**src/rtl/oram_host_adapter.sv**
```systemverilog
// Host request engine in front of the TinyORAM core: one tagged request
// in flight, write beats streamed through, read blocks buffered locally.
module oram_host_adapter #(
    parameter int ORAMB         = 512,
    parameter int ORAMU         = 32,
    parameter int FEDWidth      = 64,
    parameter int NumValidBlock = 1024,
    parameter int TagWidth      = 4
) (
    input  logic                Clock,
    input  logic                Reset,
    input  logic                ReqValid,
    output logic                ReqReady,
    input  logic                ReqWrite,
    input  logic [ORAMU-1:0]    ReqAddr,
    input  logic [TagWidth-1:0] ReqTag,
    input  logic [FEDWidth-1:0] WData,
    input  logic                WDataValid,
    output logic                WDataReady,
    output logic [FEDWidth-1:0] RespData,
    output logic [TagWidth-1:0] RespTag,
    output logic                RespError,
    output logic                RespLast,
    output logic                RespValid,
    input  logic                RespReady,
    output logic [1:0]          Cmd,
    output logic [ORAMU-1:0]    PAddr,
    output logic                CmdValid,
    input  logic                CmdReady,
    output logic [FEDWidth-1:0] DataIn,
    output logic                DataInValid,
    input  logic                DataInReady,
    input  logic [FEDWidth-1:0] DataOut,
    input  logic                DataOutValid,
    output logic                DataOutReady
);

    localparam int Beats = ORAMB / FEDWidth;
    localparam int BeatW = $clog2(Beats);
    localparam logic [BeatW-1:0] LastBeat = BeatW'(Beats - 1);
    localparam logic [ORAMU-1:0] Limit = ORAMU'(NumValidBlock);

    localparam logic [2:0] IDLE  = 3'd0;
    localparam logic [2:0] CMD   = 3'd1;
    localparam logic [2:0] WDATA = 3'd2;
    localparam logic [2:0] RDATA = 3'd3;
    localparam logic [2:0] RESP  = 3'd4;
    localparam logic [2:0] DRAIN = 3'd5;

    localparam logic [1:0] CMD_UPDATE = 2'd0;
    localparam logic [1:0] CMD_READ   = 2'd2;

    logic [2:0]          state;
    logic [BeatW-1:0]    cnt;
    logic                is_write;
    logic                err;
    logic                armed;
    logic                buf_valid;
    logic [FEDWidth-1:0] buffer [Beats];

    logic accept;
    logic in_range;
    logic last_beat;
    logic din_fire;
    logic drain_fire;
    logic dout_fire;

    assign accept     = ReqValid && ReqReady;
    assign in_range   = ReqAddr < Limit;
    assign last_beat  = cnt == LastBeat;
    assign din_fire   = (state == WDATA) && WDataValid && DataInReady;
    assign drain_fire = (state == DRAIN) && WDataValid;
    assign dout_fire  = (state == RDATA) && DataOutValid;

    // armed keeps ReqReady low for the first cycle out of reset
    assign ReqReady     = armed && (state == IDLE);
    assign CmdValid     = state == CMD;
    assign DataIn       = (state == WDATA) ? WData : '0;
    assign DataInValid  = (state == WDATA) && WDataValid;
    assign WDataReady   = ((state == WDATA) && DataInReady) || (state == DRAIN);
    assign DataOutReady = state == RDATA;
    assign RespValid    = state == RESP;
    assign RespError    = (state == RESP) && err;
    assign RespLast     = (state == RESP) && (err || is_write || last_beat);
    assign RespData     = ((state == RESP) && !is_write && !err && buf_valid)
                        ? buffer[cnt] : '0;

    always_ff @(posedge Clock) begin
        if (!Reset) begin
            state     <= IDLE;
            cnt       <= '0;
            is_write  <= 1'b0;
            err       <= 1'b0;
            armed     <= 1'b0;
            buf_valid <= 1'b0;
            Cmd       <= '0;
            PAddr     <= '0;
            RespTag   <= '0;
        end else begin
            armed <= 1'b1;
            case (state)
                IDLE: begin
                    if (accept) begin
                        is_write  <= ReqWrite;
                        PAddr     <= ReqAddr;
                        RespTag   <= ReqTag;
                        Cmd       <= ReqWrite ? CMD_UPDATE : CMD_READ;
                        err       <= !in_range;
                        buf_valid <= 1'b0;
                        cnt       <= '0;
                        if (in_range)
                            state <= CMD;
                        else if (ReqWrite)
                            state <= DRAIN;
                        else
                            state <= RESP;
                    end
                end
                CMD: begin
                    if (CmdReady) begin
                        cnt   <= '0;
                        state <= is_write ? WDATA : RDATA;
                    end
                end
                WDATA: begin
                    if (din_fire) begin
                        if (last_beat) begin
                            cnt   <= '0;
                            state <= RESP;
                        end else begin
                            cnt <= cnt + 1'b1;
                        end
                    end
                end
                DRAIN: begin
                    if (drain_fire) begin
                        if (last_beat) begin
                            cnt   <= '0;
                            state <= RESP;
                        end else begin
                            cnt <= cnt + 1'b1;
                        end
                    end
                end
                RDATA: begin
                    if (dout_fire) begin
                        if (last_beat) begin
                            cnt       <= '0;
                            buf_valid <= 1'b1;
                            state     <= RESP;
                        end else begin
                            cnt <= cnt + 1'b1;
                        end
                    end
                end
                RESP: begin
                    if (RespReady) begin
                        if (RespLast) begin
                            cnt   <= '0;
                            state <= IDLE;
                        end else begin
                            cnt <= cnt + 1'b1;
                        end
                    end
                end
                default: state <= IDLE;
            endcase
        end
    end

    // the read buffer carries no reset; buf_valid guards its use
    always_ff @(posedge Clock) begin
        if (Reset && dout_fire)
            buffer[cnt] <= DataOut;
    end

endmodule

```
**config.mk**
```make
export PLATFORM = sky130hd
export DESIGN_NAME = oram_host_adapter
export DESIGN_NICKNAME = d
export VERILOG_FILES = /design/src/rtl/oram_host_adapter.sv
export SDC_FILE = /design/constraint.sdc
export NUM_CORES = 1
export LEC_CHECK = 0
export BUFFER_PORTS_ARGS = -buffer_cell sky130_fd_sc_hd__clkbuf_2
export CORE_AREA = 3 3 202 224
export DETAILED_ROUTE_END_ITERATION = 10
export DIE_AREA = 0 0 205 227
export GPL_TIMING_DRIVEN = 1
export PLACE_DENSITY = 0.82
export SYNTH_ARGS = -nofsm -noshare
export SYNTH_HDL_FRONTEND = slang
export SYNTH_SLANG_ARGS = --single-unit
export TNS_END_PERCENT = 50
```
**constraint.sdc**
```tcl
create_clock -name Clock -period 7.5 [get_ports Clock]
set_clock_uncertainty 0.2 [all_clocks]
set_input_delay 1.125 -clock Clock [delete_from_list [all_inputs] [get_ports Clock]]
set_output_delay 1.125 -clock Clock [all_outputs]
set_load 0.02 [all_outputs]
```
==> summary.md, run 1 <==
| Metric | Value |
|---|---|
| Total power | a little under 7000 uW |
| Clock Root Buffer | clkbuf_16 |
| WP data arrival | between 3 and 4 ns |
| Die height | about 230 um |
| Simple-gate area share of the yosys netlist | ~6% |
| First-pass GRT wire length | between 70 and 80 mm |
| DIE AREA | 46500 um^2 |
| Worst hold stages | 2 |
| Fin Hold WS | about 0.26 ns |
| Seq/Total Area, Yosys | approximately 75% |
| Clock-pin slew on the worst setup and hold paths | about 0.060 ns |
| Core ar. | 43200 um^2 |
| Largest family of logic cells by synthesized area | multiplexers |
| Setup_tns | 0 ns |
| TritonCTS clock tree | built |
| Post-DR wirelength/cell | 24.0 um |
| Pleak | approximately 0.009 uW |
| FF+latch area | about 16000 um^2 |
| Warnings, synthesis | 0 |
| Fmax | about 210 MHz |
| Final core utilization | 60.1% |
| Startpoint Class | flip-flop |
| Most used DFF post-synth | edfxtp_1 |
| WL final | 51.2 mm |
| Worst slew margin | a little under a third |
| Filler instances | ~3.2k |
| Peak fanout along the critical path | 45 |
| Pre-antenna DRT Iters | 5 |
| Worst EP required | 6.17 ns |
| Post-Syn Area | between 20000 and 25000 um^2 |
| Compound-Gate Fraction of Synth Area | under 10% |
| Max Slew Vio Count | 0 |
| R2R setup slack | about 4.0 ns |
| Worst-Skew Late Latency | roughly 0.57 ns |
| Post-synth ARST share | 0% |
| Synth Register Bits | 562 |
| Synth Area per Inst | 19.0 um^2 |
| Syn Inst Count | roughly 1.2k |
| Synth-to-layout area growth | 18.4% |
| Multi-input gate area | approximately 5300 um^2 |
| CTS buffer count | between 50 and 60 |
| Yosys cell types | 52 |
| Io pins | 347 |
| Layout cells sized above 1 | a little under two fifths |
| Max Cap Viol | 0 |
| Avg Vias per Cell | 5.59 |
| Final hold vios | 0 |
| Hold Crit Class | flip-flop to flip-flop |
| Crit path capture type | primary output |
| Die width | about 200 um |
| DRC | 0 |
| CTS Hold Buffers Added | 0 |
| Sink Count | around 560 |
| Worst path max stage delay | 0.94 ns |
| IO buf count | roughly 350 |
| Mux contribution to synthesized area | 16.3% |
| Setup Crit Path Kind | flip-flop to primary output |
| Worst reg2reg path depth | 5 |
| Number of synthesized flops with an enable pin | about 500 |
| All-layer global routing usage | 22.1% |
| Synth Area in Adders | less than 1% |
| Pwr Density | between 200 and 300 nW/um^2 |
| Worst-margin pin slew | 1.05 ns |
| Post-route ant nets | 0 |
| Outcome | complete, no violations |
| Largest net degree at the start of global routing | 68 |
| Mapped Nets | about 1.3k |
| Critical Path Slowest Stage Cell | dfxtp_4 |
| RSZ-0062 raised after global routing | false |
| Vias | about 12k |
| CP Cell Sequence | buf_4, mux4_2, mux2i_1, nor2_1, clkbuf_2 |
| Total grt overflow | 0 |
| Initial antenna violation count | 5 |
| HPWL Detailed | around 32 mm |
| Vias in the first global route | roughly 13k |
| Final min period | around 4.7 ns |
| PostCTS Resize Cnt | 0 |
| XOR/XNOR Fraction of Synth Area | less than 1% |
| Starting Density | ~51% |
| # rows | 80 |
| H-tree depth reported by CTS | 2 |
| Post-CTS Setup Bufs | 0 |
| Initial drt markers | between 800 and 900 |
| RePlAce Congestion | around 0.91 |
| Peak supply drop | approximately 0.26 mV |
| Clock Tree Buf Depth | 3 |
| Final net count | about 1.7k |
| Endpoints failing setup | 0 |
| Final Cycle Share | between 60% and 70% |
[critical path, delay by kind of cell (launching register included)]
kind          cells  cell delay, ns
flops             1            0.94
simple gates      1            0.07
mux               2            0.83
buf+inv           2            0.88
[flip-flops by register name, indices dropped and copies added (netlist names), named ones only]
name and count:
PAddr 32, RespTag 4, cnt 3, state 3, buf_valid 1, Cmd 1, err 1, armed 1
buffer 512, is_write 1
[through the flow]
stage               cell area, um^2  std cells  setup WS [ns]
global placement              24300       2031           3.33
global route                  26000       2130           2.49
CTS                           26000       2128           2.68
floorplan                     21900       1155           1.00
detailed placement            24300       2031           3.33
finish                        26000       2131           2.81
[worst paths after layout]
path,startpoint,to
max,flip-flop,RespData[15]
min,PAddr[3],PAddr[3]
max reg2reg,state[1],buffer[4][10]
min reg2reg,PAddr[3],PAddr[3]
[synth_stat cells, types with 2 or more instances]
master / number / area [um^2]
ha_1: 2 / 25.0
buf_1: 15 / 56.3
and2_1: 68 / 425
mux2_2: 2 / 22.5
clkbuf_1: 17 / 63.8
nand3_2: 2 / 20.0
inv_1: 4 / 15.0
buf_6: 3 / 33.8
nand2_1: 87 / 327
a21oi_1: 40 / 200
o21ai_1: 2 / 10.0
and3_1: 2 / 12.5
dfxtp_1: 50 / 1000
nor4_1: 5 / 31.3
nor2_1: 74 / 278
mux4_2: 128 / 2880
nand3_1: 4 / 20.0
mux2i_1: 68 / 681
buf_4: 3 / 22.5
edfxtp_1: 512 / 15400
nor3_1: 4 / 20.0
buf_2: 27 / 135
nor2b_1: 3 / 18.8
nand2b_1: 4 / 25.0
or3_1: 2 / 12.5
[cell type report]
class,instances,share of cell area (%)
clock buffers,64,5.26
flip-flops and latches,562,63.1
multi-input cells,523,20.4
repair buffers,368,7.31
clock inverters,33,1.09
well taps,574,2.76
inverters,4,0.0578
diodes,3,0.0289
[cells by family after synthesis]
| kind of cell | Yosys count |
|---|---|
| AOI/OAI and AO/OA | 56 |
| xor gates and xnor gates | 1 |
| buffers and inverters | 70 |
| muxes | 198 |
| other | 1 |
| DFF | 562 |
| and+or+nand+nor | 265 |
| adders and majority gates | 2 |
[placed cells by master (no fill, tap or decap), types with 3 or more instances in the layout]
cell type  netlist  final
inv_1            4      4
nand2_1         87     87
buf_4            3     23
nor2b_1          3      3
inv_6            0      4
clkbuf_1        17     11
clkinv_1         0      7
bufinv_16        0      4
and2_1          68     68
edfxtp_1       512    512
clkbuf_16        0     53
nor3_2           1      3
nand2b_1         4      4
diode_2          0      3
mux4_2         128    128
nor2_1          74     68
mux2i_1         68     68
nand3_1          4      4
nor4_1           5      5
nor2_4           1      7
dfxtp_4          0      3
a21oi_1         40     40
clkinv_2         0     13
clkbuf_2         0    345
dfxtp_1         50     47
[per-layer routing]
metal / up-vias / track usage [%] / routed length (um)
li1: 5266 / - / -
met1: 6070 / 27.4 / 19000
met2: 490 / 39.2 / 27100
met3: 77 / 5.15 / 3730
met4: 0 / 6.79 / 1310
met5: - / 0 / 0
[where the power goes]
part / internal (uW) / total (uW) / leakage (uW) / switching, uW
logic: 375 / 809 / 0.00303 / 434
clock network: 1440 / 2560 / 0.000813 / 1110
registers: 3450 / 3520 / 0.00501 / 74.4
total: 5270 / 6890 / 0.00885 / 1620
Power figures use the tool's default switching activity.
==> run 2, diff against run 1 <==
--- a/config.mk
+++ b/config.mk
@@ -10,7 +10,7 @@
 export DETAILED_ROUTE_END_ITERATION = 10
 export DIE_AREA = 0 0 205 227
 export GPL_TIMING_DRIVEN = 1
-export PLACE_DENSITY = 0.82
+export PLACE_DENSITY = 0.85
 export SYNTH_ARGS = -nofsm -noshare
 export SYNTH_HDL_FRONTEND = slang
 export SYNTH_SLANG_ARGS = --single-unit
==> constraint.sdc (replaced) <==
create_clock -name Clock -period 3.9 [get_ports Clock]
set_clock_uncertainty 0.2 [all_clocks]
set_input_delay 0.585 -clock Clock [delete_from_list [all_inputs] [get_ports Clock]]
set_output_delay 0.585 -clock Clock [all_outputs]
set_load 0.02 [all_outputs]
==> run 2 against run 1 <==
  * Critical path depth grew 1
  * Non-clock buffer count grew 10
  * Sequential share of layout area decreased by 1.1 points
  * Final cell count is 0.56% higher
  * First-iteration DRC count fell by 3.6%
  * Highest routed layer unchanged
==> summary.md, run 2 (synthesis results as in run 1) <==
| Metric | Value |
|---|---|
| Most frequent cells in the layout | edfxtp_1 (512), clkbuf_2 (345), mux4_2 (128), nand2_1 (87) |
| RePlAce Congestion | 0.945 (+3.4%) |
| Critical path origin | state[2] |
| Origin of the critical flop-to-flop path | state[0] |
| Core ar. | 43200 um^2 (unchanged) |
| Layout cells sized above 1 | 38.7% (+0.43 points) |
| M1 wire length | 18.8 mm (-1.3%) |
| Placement Setup Slack | 0.623 ns (-2.71 ns) |
| Starting Density | 50.7% (unchanged) |
| Final hold vios | 0 (unchanged) |
| Hold Startpoint | ReqAddr[6] |
| Power share of the clock group | 39.1% (+2.0 points) |
| Max FFs per register | 512 (unchanged) |
| Post-DP Area | 24500 um^2 (+0.83%) |
| IO buf count | 345 (unchanged) |
| CTS buffer count | 53 (unchanged) |
| Final net count | 1698 (+0.65%) |
| All-layer global routing usage | 21.7% (-0.40 points) |
| CP Buf/Inv Count | 2 (unchanged) |
| DP Cell Count | 2038 (+0.34%) |
| Clock-pin slew on the worst setup and hold paths | 0.06 ns (about the same) |
| CP Cell Sequence | or2b_2, nor2_4, nand3_4, buf_4, nor2_1, clkbuf_2 |
| Post-CTS Setup Bufs | 0 (unchanged) |
| Vias in the first global route | 12.8k (+0.87%) |
| Pwr Density | 521 nW/um^2 (+96%) |
| Initial drt markers | 786 (-3.6%) |
| # rows | 80 (unchanged) |
| Final Cycle Share | a little over nine tenths |
| Worst EP required | 3.12 ns (-3.05 ns) |
| Worst-Skew Late Latency | 0.57 ns (about the same) |
| Commonest non-fill, non-tap cell in the layout | edfxtp_1 |
| Worst slew margin | 16.0% (-14 points) |
| Post-route ant nets | 0 (unchanged) |
| RSZ-0062 raised after global routing | false |
| Net Sw Power | 3130 uW (+93%) |
| Met2 wire len | 25.9 mm (-4.5%) |
| Largest reg by FF count | buffer |
| Top routing layer in use | met4 |
| First-pass GRT wire length | 75.3 mm (-2.3%) |
| Top Family by Delay on Critical Path | simple AND/OR/NAND/NOR gates |
| Avg Vias per Cell | 5.63 (+0.72%) |
| Post-DR wirelength/cell | 23.5 um (-2.3%) |
| Crit path capture type | primary output |
| Hold Crit Class | input port to flip-flop |
| Comb pwr share | 11.8% (about the same) |
| Critical Path Slowest Stage Cell | dfxtp_2 |
| Setup Crit Path Kind | flip-flop to primary output |
| Clock Root Buffer | clkbuf_16 |
| Peak supply drop | 0.394 mV (+52%) |
| WL final | 50.4 mm (-1.7%) |
| TritonCTS clock tree | built |
| Pleak | 0.00900 uW (+1.7%) |
| Synth-to-layout area growth | 20.5% |
| Die height | 227 um (unchanged) |
| Switching portion of total power | 22.7% (-0.83 points) |
| Pre-antenna DRT Iters | 5 (unchanged) |
| Max Cap Viol | 0 (unchanged) |
| Peak fanout along the critical path | 24 (-47%) |
| Die width | 205 um (unchanged) |
| Endpoints failing setup | 0 (unchanged) |
| Seq pwr share | 49.1% (-2.0 points) |
| HPWL Detailed | 29.9 mm (-5.3%) |
| Io pins | 347 (unchanged) |
| WP data arrival | 2.87 ns (-0.49 ns) |
| DRC | 0 (unchanged) |
| Vias | 12.1k (+1.3%) |
| Sink Count | 562 (unchanged) |
| Final core utilization | 61.1% (+1.1 points) |
| Worst path max stage delay | 0.50 ns (-0.44 ns) |
| DIE AREA | 46500 um^2 (unchanged) |
| Initial antenna violation count | 5 (unchanged) |
| H-tree depth reported by CTS | 2 (unchanged) |
| P_int | 10600 uW (+100%) |
| Fin worst setup slack | 0.243 ns (-2.57 ns) |
| Routed wl met3 | 3.84 mm (+2.8%) |
| Startpoint Class | flip-flop |
| Clock Tree Buf Depth | 3 (unchanged) |
| Post-Layout Inst Area | 26400 um^2 (+1.7%) |
| Regs by FF count | buffer x512, PAddr x32, RespTag x4 |
| Fmax | ~270 MHz |
| Outcome | complete, no violations |
| Final min period | 3.66 ns |
| Total grt overflow | 0 (unchanged) |
| Largest net degree at the start of global routing | 68 (unchanged) |
| Max Slew Vio Count | 0 (unchanged) |
| Worst-margin pin slew | 1.26 ns (+0.212 ns) |
| Fin cells | 2143 (+0.56%) |
run 2: cell count changes in the layout (fill, tap and decap cells not counted), moves of 3 or more:
| cell | before | now |
|---|---|---|
| bufinv_16 | 4 | 9 |
| clkbuf_1 | 11 | 8 |
| buf_12 | 0 | 11 |
| clkinv_2 | 13 | 6 |
| buf_4 | 23 | 19 |
| inv_6 | 4 | 1 |
| dlygate4sd3_1 | 0 | 3 |
| clkbuf_16 | 53 | 56 |
run 2: through the flow:
step                      setup TNS, ns  power (uW)  hold WS [ns]
after floorplan                 -301.10        8000         0.259
after global placement                0        8460         0.242
after detailed placement              0        8490         0.250
after CTS                             0       13900      0.000431
after global routing                  0       14200        0.0173
final                                 0       13800        0.0294
run 2: power groups by stage:
stage / registers, uW / logic (uW) / clock network (uW)
floorplan: 6860 / 1150 / 0
finish: 6760 / 1630 / 5380
global route: 6770 / 1770 / 5710
detailed placement: 6880 / 1620 / 0
global placement: 6870 / 1590 / 0
CTS: 6760 / 1650 / 5470
run 2: cell type report:
cell class                      instances  area (um^2)
Multi-Input combinational cell        524         5320
Antenna cell                            4         10.0
Timing Repair Buffer                  378         2120
Inverter                                4         15.0
Clock buffer                           66         1460
Fill cell                            3078        16800
Sequential cell                       562        16400
Tap cell                              574          718
Clock inverter                         31          400
run 2: metal layers:
| metal | vias to the layer above | track usage (%) |
|---|---|---|
| li1 | 5282 | - |
| met1 | 6145 | 26.9 |
| met2 | 532 | 37.7 |
| met3 | 97 | 4.86 |
| met4 | 0 | 8.53 |
| met5 | - | 0 |
run 2: path summary, 6_finish.rpt:
kind | cells past startpoint | end | slack, ns
max | 6 | RespData[41] | 0.24
min | 3 | PAddr[6] | 0.03
max reg2reg | 5 | buffer[7][42] | 1.04
min reg2reg | 2 | PAddr[30] | 0.26
run 2: worst reg2reg max path, cell delays in order, from the launching register on:
cell     delay [ns]
dfxtp_1        0.65
and3b_1        0.30
and3_1         0.21
nand2_1        0.25
nor2_4         0.47
buf_4          0.44
run 2: repair_timing:
action	in CTS	in global routing
endpoints found under the hold margin	3	0
hold buffers	3	0
endpoints found under the setup margin	2	0
resized for setup	1	0
